$ cat config.mk
export PLATFORM = sky130hd
export DESIGN_NAME = sim_result_monitor
export DESIGN_NICKNAME = d
export VERILOG_FILES = /design/src/rtl/sim_mon_pkg.sv /design/src/rtl/loop_detector.sv /design/src/rtl/sim_result_monitor.sv
export SDC_FILE = /design/constraint.sdc
export NUM_CORES = 1
export LEC_CHECK = 0
export ABC_AREA = 1
export BUFFER_PORTS_ARGS = -buffer_cell sky130_fd_sc_hd__buf_2
export CORE_MARGIN = 5
export CORE_UTILIZATION = 25
export CTS_CLUSTER_DIAMETER = 60
export DETAILED_ROUTE_END_ITERATION = 10
export PLACE_DENSITY = 0.45
export REMOVE_ABC_BUFFERS = 1
export SLEW_MARGIN = 5
export SYNTH_ARGS = -nofsm -noshare
export SYNTH_HDL_FRONTEND = slang
export SYNTH_SLANG_ARGS = --single-unit
$ cat constraint.sdc
create_clock -name ph1 -period 3 [get_ports ph1]
set_input_delay 0.6 -clock ph1 [delete_from_list [all_inputs] [get_ports ph1]]
set_output_delay 0.6 -clock ph1 [all_outputs]
set_load 0.05 [all_outputs]
$ cat src/rtl/sim_mon_pkg.sv
// Shared definitions for the simulation result monitor.
//   mon_state_t          : monitor FSM states (IDLE -> RUN -> DONE).
//   SUITE_A_RESULT_ADDR  : result location written by SuiteA ROMs.
//   TIMEOUT_DEFAULT      : default cycle budget in RUN before a forced verdict.
package sim_mon_pkg;

    typedef enum logic [1:0] {
        IDLE = 2'd0,
        RUN  = 2'd1,
        DONE = 2'd2
    } mon_state_t;

    localparam logic [15:0] SUITE_A_RESULT_ADDR = 16'h01DD;
    localparam int          TIMEOUT_DEFAULT     = 1024;

endpackage : sim_mon_pkg

$ cat src/rtl/loop_detector.sv
// Detects the end-of-program JMP-to-self loop by counting consecutive opcode
// fetches from the same PC.
// Ports:
//   clk, rst_n    : clock, asynchronous active-low reset
//   arm_i         : monitor is idle; a fetch here starts tracking (repeat=1)
//   run_i         : monitor is running; fetches update the repeat count
//   fetch_i       : opcode-fetch strobe, addr_i is the fetch PC when high
//   addr_i        : CPU address
//   halt_pulse_o  : combinational, high on the fetch that completes the loop
module loop_detector #(
    parameter int ADDR_W       = 16,
    parameter int LOOP_REPEATS = 3
) (
    input  logic              clk,
    input  logic              rst_n,
    input  logic              arm_i,
    input  logic              run_i,
    input  logic              fetch_i,
    input  logic [ADDR_W-1:0] addr_i,
    output logic              halt_pulse_o
);

    localparam int RPT_W = $clog2(LOOP_REPEATS + 1);
    localparam logic [RPT_W-1:0] RPT_LAST = RPT_W'(LOOP_REPEATS - 1);
    localparam logic [RPT_W-1:0] RPT_MAX  = RPT_W'(LOOP_REPEATS);

    logic [ADDR_W-1:0] prev_pc_q, prev_pc_d;
    logic [RPT_W-1:0]  rpt_q, rpt_d;
    logic              same_pc;

    assign same_pc = (addr_i == prev_pc_q);

    // The fetch that would lift the count to LOOP_REPEATS is the halt.
    assign halt_pulse_o = run_i && fetch_i && same_pc && (rpt_q == RPT_LAST);

    always_comb begin
        prev_pc_d = prev_pc_q;
        rpt_d     = rpt_q;
        if (fetch_i && (arm_i || run_i)) begin
            if (run_i && same_pc) begin
                if (rpt_q != RPT_MAX) begin
                    rpt_d = rpt_q + RPT_W'(1);
                end
            end else begin
                prev_pc_d = addr_i;
                rpt_d     = RPT_W'(1);
            end
        end
    end

    always_ff @(posedge clk or negedge rst_n) begin
        if (!rst_n) begin
            prev_pc_q <= '0;
            rpt_q     <= '0;
        end else begin
            prev_pc_q <= prev_pc_d;
            rpt_q     <= rpt_d;
        end
    end

endmodule : loop_detector

$ cat src/rtl/sim_result_monitor.sv
// Bus-snooping end-of-test checker. Watches CPU writes to a result address,
// detects the final JMP-to-self loop, and issues a sticky pass/fail verdict.
// A cycle budget bounds runaway programs.
// Ports:
//   ph1, reset        : clock (rising edge), asynchronous active-low reset
//   addr, wdata       : CPU memory address / write data
//   memwrite, fetch   : write strobe / opcode-fetch strobe
//   check_addr        : result address to watch (static while running)
//   expected          : required final value at check_addr (static)
//   done/pass/fail    : sticky verdict; exactly one of pass/fail once done
//   timed_out         : verdict was forced by the cycle budget
//   hit, last_data    : result address written at least once / latest value
//   hit_count         : writes to check_addr (saturating)
//   cycle_count       : cycles spent in RUN (saturating)
//   dbg_state         : current monitor state (mon_state_t encoding)
module sim_result_monitor
    import sim_mon_pkg::*;
#(
    parameter int ADDR_W       = 16,
    parameter int DATA_W       = 8,
    parameter int LOOP_REPEATS = 3,
    parameter int TIMEOUT      = TIMEOUT_DEFAULT,
    parameter int CNT_W        = 16
) (
    input  logic              ph1,
    input  logic              reset,
    input  logic [ADDR_W-1:0] addr,
    input  logic [DATA_W-1:0] wdata,
    input  logic              memwrite,
    input  logic              fetch,
    input  logic [ADDR_W-1:0] check_addr,
    input  logic [DATA_W-1:0] expected,
    output logic              done,
    output logic              pass,
    output logic              fail,
    output logic              timed_out,
    output logic              hit,
    output logic [DATA_W-1:0] last_data,
    output logic [CNT_W-1:0]  hit_count,
    output logic [CNT_W-1:0]  cycle_count,
    output logic [1:0]        dbg_state
);

    localparam logic [CNT_W-1:0] CNT_ONES     = {CNT_W{1'b1}};
    localparam logic [CNT_W-1:0] TIMEOUT_LAST = CNT_W'(TIMEOUT - 1);

    mon_state_t        state_q, state_d;
    logic              done_q, done_d;
    logic              pass_q, pass_d;
    logic              fail_q, fail_d;
    logic              timed_out_q, timed_out_d;
    logic              hit_q, hit_d;
    logic [DATA_W-1:0] last_data_q, last_data_d;
    logic [CNT_W-1:0]  hit_count_q, hit_count_d;
    logic [CNT_W-1:0]  cycle_count_q, cycle_count_d;

    logic              halt;
    logic              timeout_now;

    loop_detector #(
        .ADDR_W      (ADDR_W),
        .LOOP_REPEATS(LOOP_REPEATS)
    ) u_loop_detector (
        .clk         (ph1),
        .rst_n       (reset),
        .arm_i       (state_q == IDLE),
        .run_i       (state_q == RUN),
        .fetch_i     (fetch),
        .addr_i      (addr),
        .halt_pulse_o(halt)
    );

    always_comb begin
        state_d       = state_q;
        done_d        = done_q;
        pass_d        = pass_q;
        fail_d        = fail_q;
        timed_out_d   = timed_out_q;
        hit_d         = hit_q;
        last_data_d   = last_data_q;
        hit_count_d   = hit_count_q;
        cycle_count_d = cycle_count_q;
        timeout_now   = 1'b0;

        case (state_q)
            IDLE: begin
                if (fetch) begin
                    state_d = RUN;
                end
            end

            RUN: begin
                if (cycle_count_q != CNT_ONES) begin
                    cycle_count_d = cycle_count_q + CNT_W'(1);
                end
                // Timeout fires on the edge where the count becomes TIMEOUT-1.
                timeout_now = (cycle_count_d == TIMEOUT_LAST);

                // Capture before the verdict so a write in the halt cycle counts.
                if (memwrite && (addr == check_addr)) begin
                    last_data_d = wdata;
                    hit_d       = 1'b1;
                    if (hit_count_q != CNT_ONES) begin
                        hit_count_d = hit_count_q + CNT_W'(1);
                    end
                end

                if (halt || timeout_now) begin
                    state_d     = DONE;
                    done_d      = 1'b1;
                    // Halt takes priority over a coincident timeout.
                    timed_out_d = !halt;
                    pass_d      = halt && hit_d && (last_data_d == expected);
                    fail_d      = !pass_d;
                end
            end

            DONE: begin
                // Absorbing: everything holds until reset.
            end

            default: begin
                state_d = IDLE;
            end
        endcase
    end

    always_ff @(posedge ph1 or negedge reset) begin
        if (!reset) begin
            state_q       <= IDLE;
            done_q        <= 1'b0;
            pass_q        <= 1'b0;
            fail_q        <= 1'b0;
            timed_out_q   <= 1'b0;
            hit_q         <= 1'b0;
            last_data_q   <= '0;
            hit_count_q   <= '0;
            cycle_count_q <= '0;
        end else begin
            state_q       <= state_d;
            done_q        <= done_d;
            pass_q        <= pass_d;
            fail_q        <= fail_d;
            timed_out_q   <= timed_out_d;
            hit_q         <= hit_d;
            last_data_q   <= last_data_d;
            hit_count_q   <= hit_count_d;
            cycle_count_q <= cycle_count_d;
        end
    end

    assign done        = done_q;
    assign pass        = pass_q;
    assign fail        = fail_q;
    assign timed_out   = timed_out_q;
    assign hit         = hit_q;
    assign last_data   = last_data_q;
    assign hit_count   = hit_count_q;
    assign cycle_count = cycle_count_q;
    assign dbg_state   = state_q;

endmodule : sim_result_monitor

==> run metrics <==
Clk pwr share=0.348; GRT Util Overall=0.126; clk buf depth=2; Setup TNS Final=0 ns; post-synthesis sequential area ratio=0.386; Num CTS Buffers=9; Pwr Density=535 nW/um2; GPL Wtd Cong=0.840; GRT overflow=0; Die W=140 um; first-pass GRT wire length=20000 um; Ports=99; startpoint types=register; WP data required=3.23 ns; Clock Skews=0.00425 ns; number of distinct library cells after synthesis=38; Power, Total=2.81 mW; Finished Layout Cells=944; Final Critical Period=2.45 ns; vias per cell=4.32; Final Util=0.317; largest net degree at the start of global routing=39; Core Footprint=16600 um2; CTS tree=done; commonest cells after routing, fill and taps aside=217 x nand2_1, 98 x buf_2, 78 x inv_1; layout cell share with drive strength beyond 1=0.206; DR DRC count=0; Met2 Wirelength=5540 um; Final Max Tran Viols=0; # port buffers=98; synth warn=0; Post-Synthesis Mean Instance Area=6.86 um2; worst reg-to-reg path cell count=16; element type at the critical path end=register; Core Rows=47; RSZ-0062 raised after global routing=false; cells after synthesis=615; Placement Setup Slack=0.367 ns; Finished Cell Area=5260 um2; Max transition margin=0.586; Seq cells post-synth=65; CTS H-tree depth=3; dpl cells=929; antenna violations before repair=0; vias in the first global route=4080; final wirelength=12100 um; final period utilization=0.817; root buffer cell=clkbuf_16; clock transition at the registers of the reported paths=0.06 ns; most common cell after layout, fill and taps aside=nand2_1; Crit Reg-Reg Endpoint=pass; RR Startpoint=cycle_count[1]; crit-path max FO=12; total number of vias=4082; kind of critical path=register to register; metal1 wirelength=5860 um; Diodes inserted=0; Max-Cap Viols=0; cell-internal power=1.76 mW; Clock Latency Late Sink=0.34 ns; VDD IR max=0.267 mV; Max Clock Freq=408 MHz; # nets final=776; wire per inst=12.8 um; Switch Pwr=1.05 mW; Die Y=140 um; post-cts sizing count=0; Least-Margin Pin Slew=0.621 ns; P_leak=2.82 nW; drt initial violations=222; cts hold-fix bufs=0; Synth Cell Area=4220 um2; number of post-CTS setup repair buffers=0; Initial DRT Pass Iterations=4; # clock sinks=65; die area=19600 um2; P&R area growth vs syn=24.6%; placed cell area=4980 um2; net switching share of the total power=0.374; Hold WS=0.0925 ns; DP HPWL=9620 um; status=finished, final reports clean; worst hold path class=input pin to async pin; uppermost layer routed=met4; Setup violations, final=0; antenna-violating nets left=0; initial core utilization=0.254; PnR worst setup slack=0.549 ns; combinational group share of total power=0.285; met3 WL=487 um; Arr. time, crit path=2.68 ns; Reg2Reg Setup Slack=0.55 ns; sequential power share=0.367; final hold violation count=0
==> sequential cells by signal, indices dropped and copies added, names as in the netlist <==
register                   count
timed_out                      1
u_loop_detector.prev_pc_q     16
fail                           1
cycle_count                   16
hit_count                     16
dbg_state                      2
hit                            1
done                           1
last_data                      8
pass                           1
u_loop_detector.rpt_q          2
==> area by class of cell <==
cell class                 count  area [um2]
inverter                      86         323
sequential                    65        1630
clock inverter                 5        32.5
fill                        1837       11300
timing repair buffer         103         528
multi-input combinational    455        2230
clock buffer                  10         239
tap                          220         275
==> critical path, cell delays in order, from the launching register on <==
cell	delay (ns)
dfrtp_1	0.39
ha_1	0.19
nand3_1	0.15
inv_1	0.10
nand2_2	0.08
inv_1	0.11
nand3_1	0.34
nand2_1	0.21
inv_1	0.07
nor2_1	0.08
nand3_1	0.07
nor2_1	0.12
nand3b_1	0.09
nand2_1	0.10
nand2_1	0.11
nand2_1	0.08
nand2_1	0.04
==> synthesized netlist by cell type (all sizes together) <==
master,n,area share
a21o,1,0.0018
a21oi,5,0.0059
a31oi,2,0.0030
and2,2,0.0030
and3,1,0.0015
buf,2,0.0024
clkbuf,7,0.0062
dfrtp,65,0.39
ha,4,0.012
inv,86,0.077
mux2,2,0.0053
nand2,222,0.20
nand3,33,0.045
nand3b,6,0.011
nand4,21,0.033
nor2,71,0.077
nor3,7,0.0095
nor4,2,0.0030
o211ai,1,0.0018
o21ai,41,0.049
o21bai,1,0.0018
o22ai,1,0.0015
o31ai,1,0.0018
or2,3,0.0045
xnor2,12,0.025
xor2,16,0.033
==> power by group through the flow <==
stage | sequential (mW) | combinational, mW | clock [mW]
finish | 1.03 | 0.803 | 0.979
global route | 1.04 | 0.899 | 1.06
floorplan | 1.22 | 0.370 | 0
global placement | 1.05 | 0.817 | 0
CTS | 1.03 | 0.818 | 1.02
detailed placement | 1.05 | 0.815 | 0
==> cell families after synthesis <==
kind of cell | synth area share
xor gates and xnor gates | 0.0582
and+or+nand+nor | 0.388
DFF | 0.386
adders and majority gates | 0.0119
buffers and inverters | 0.0852
AOI/OAI and AO/OA | 0.0662
muxes | 0.00534
==> routing by layer <==
metal  GRT usage  vias to the layer above
li1            -                     2143
met1       0.167                     1825
met2       0.202                      100
met3      0.0281                       14
met4      0.0454                        0
met5           0                        -
==> worst max path at each step <==
stage | endpoint | from | slack, ns
after floorplan | u_loop_detector.prev_pc_q[10] | dbg_state[0] | 0.11
after global placement | hit_count[14] | addr[9] | 0.39
after detailed placement | hit_count[14] | addr[12] | 0.37
after CTS | pass | cycle_count[1] | 0.55
after global routing | timed_out | cycle_count[1] | 0.29
final | pass | cycle_count[1] | 0.55
Note: power is estimated with default switching activity, not from simulation.
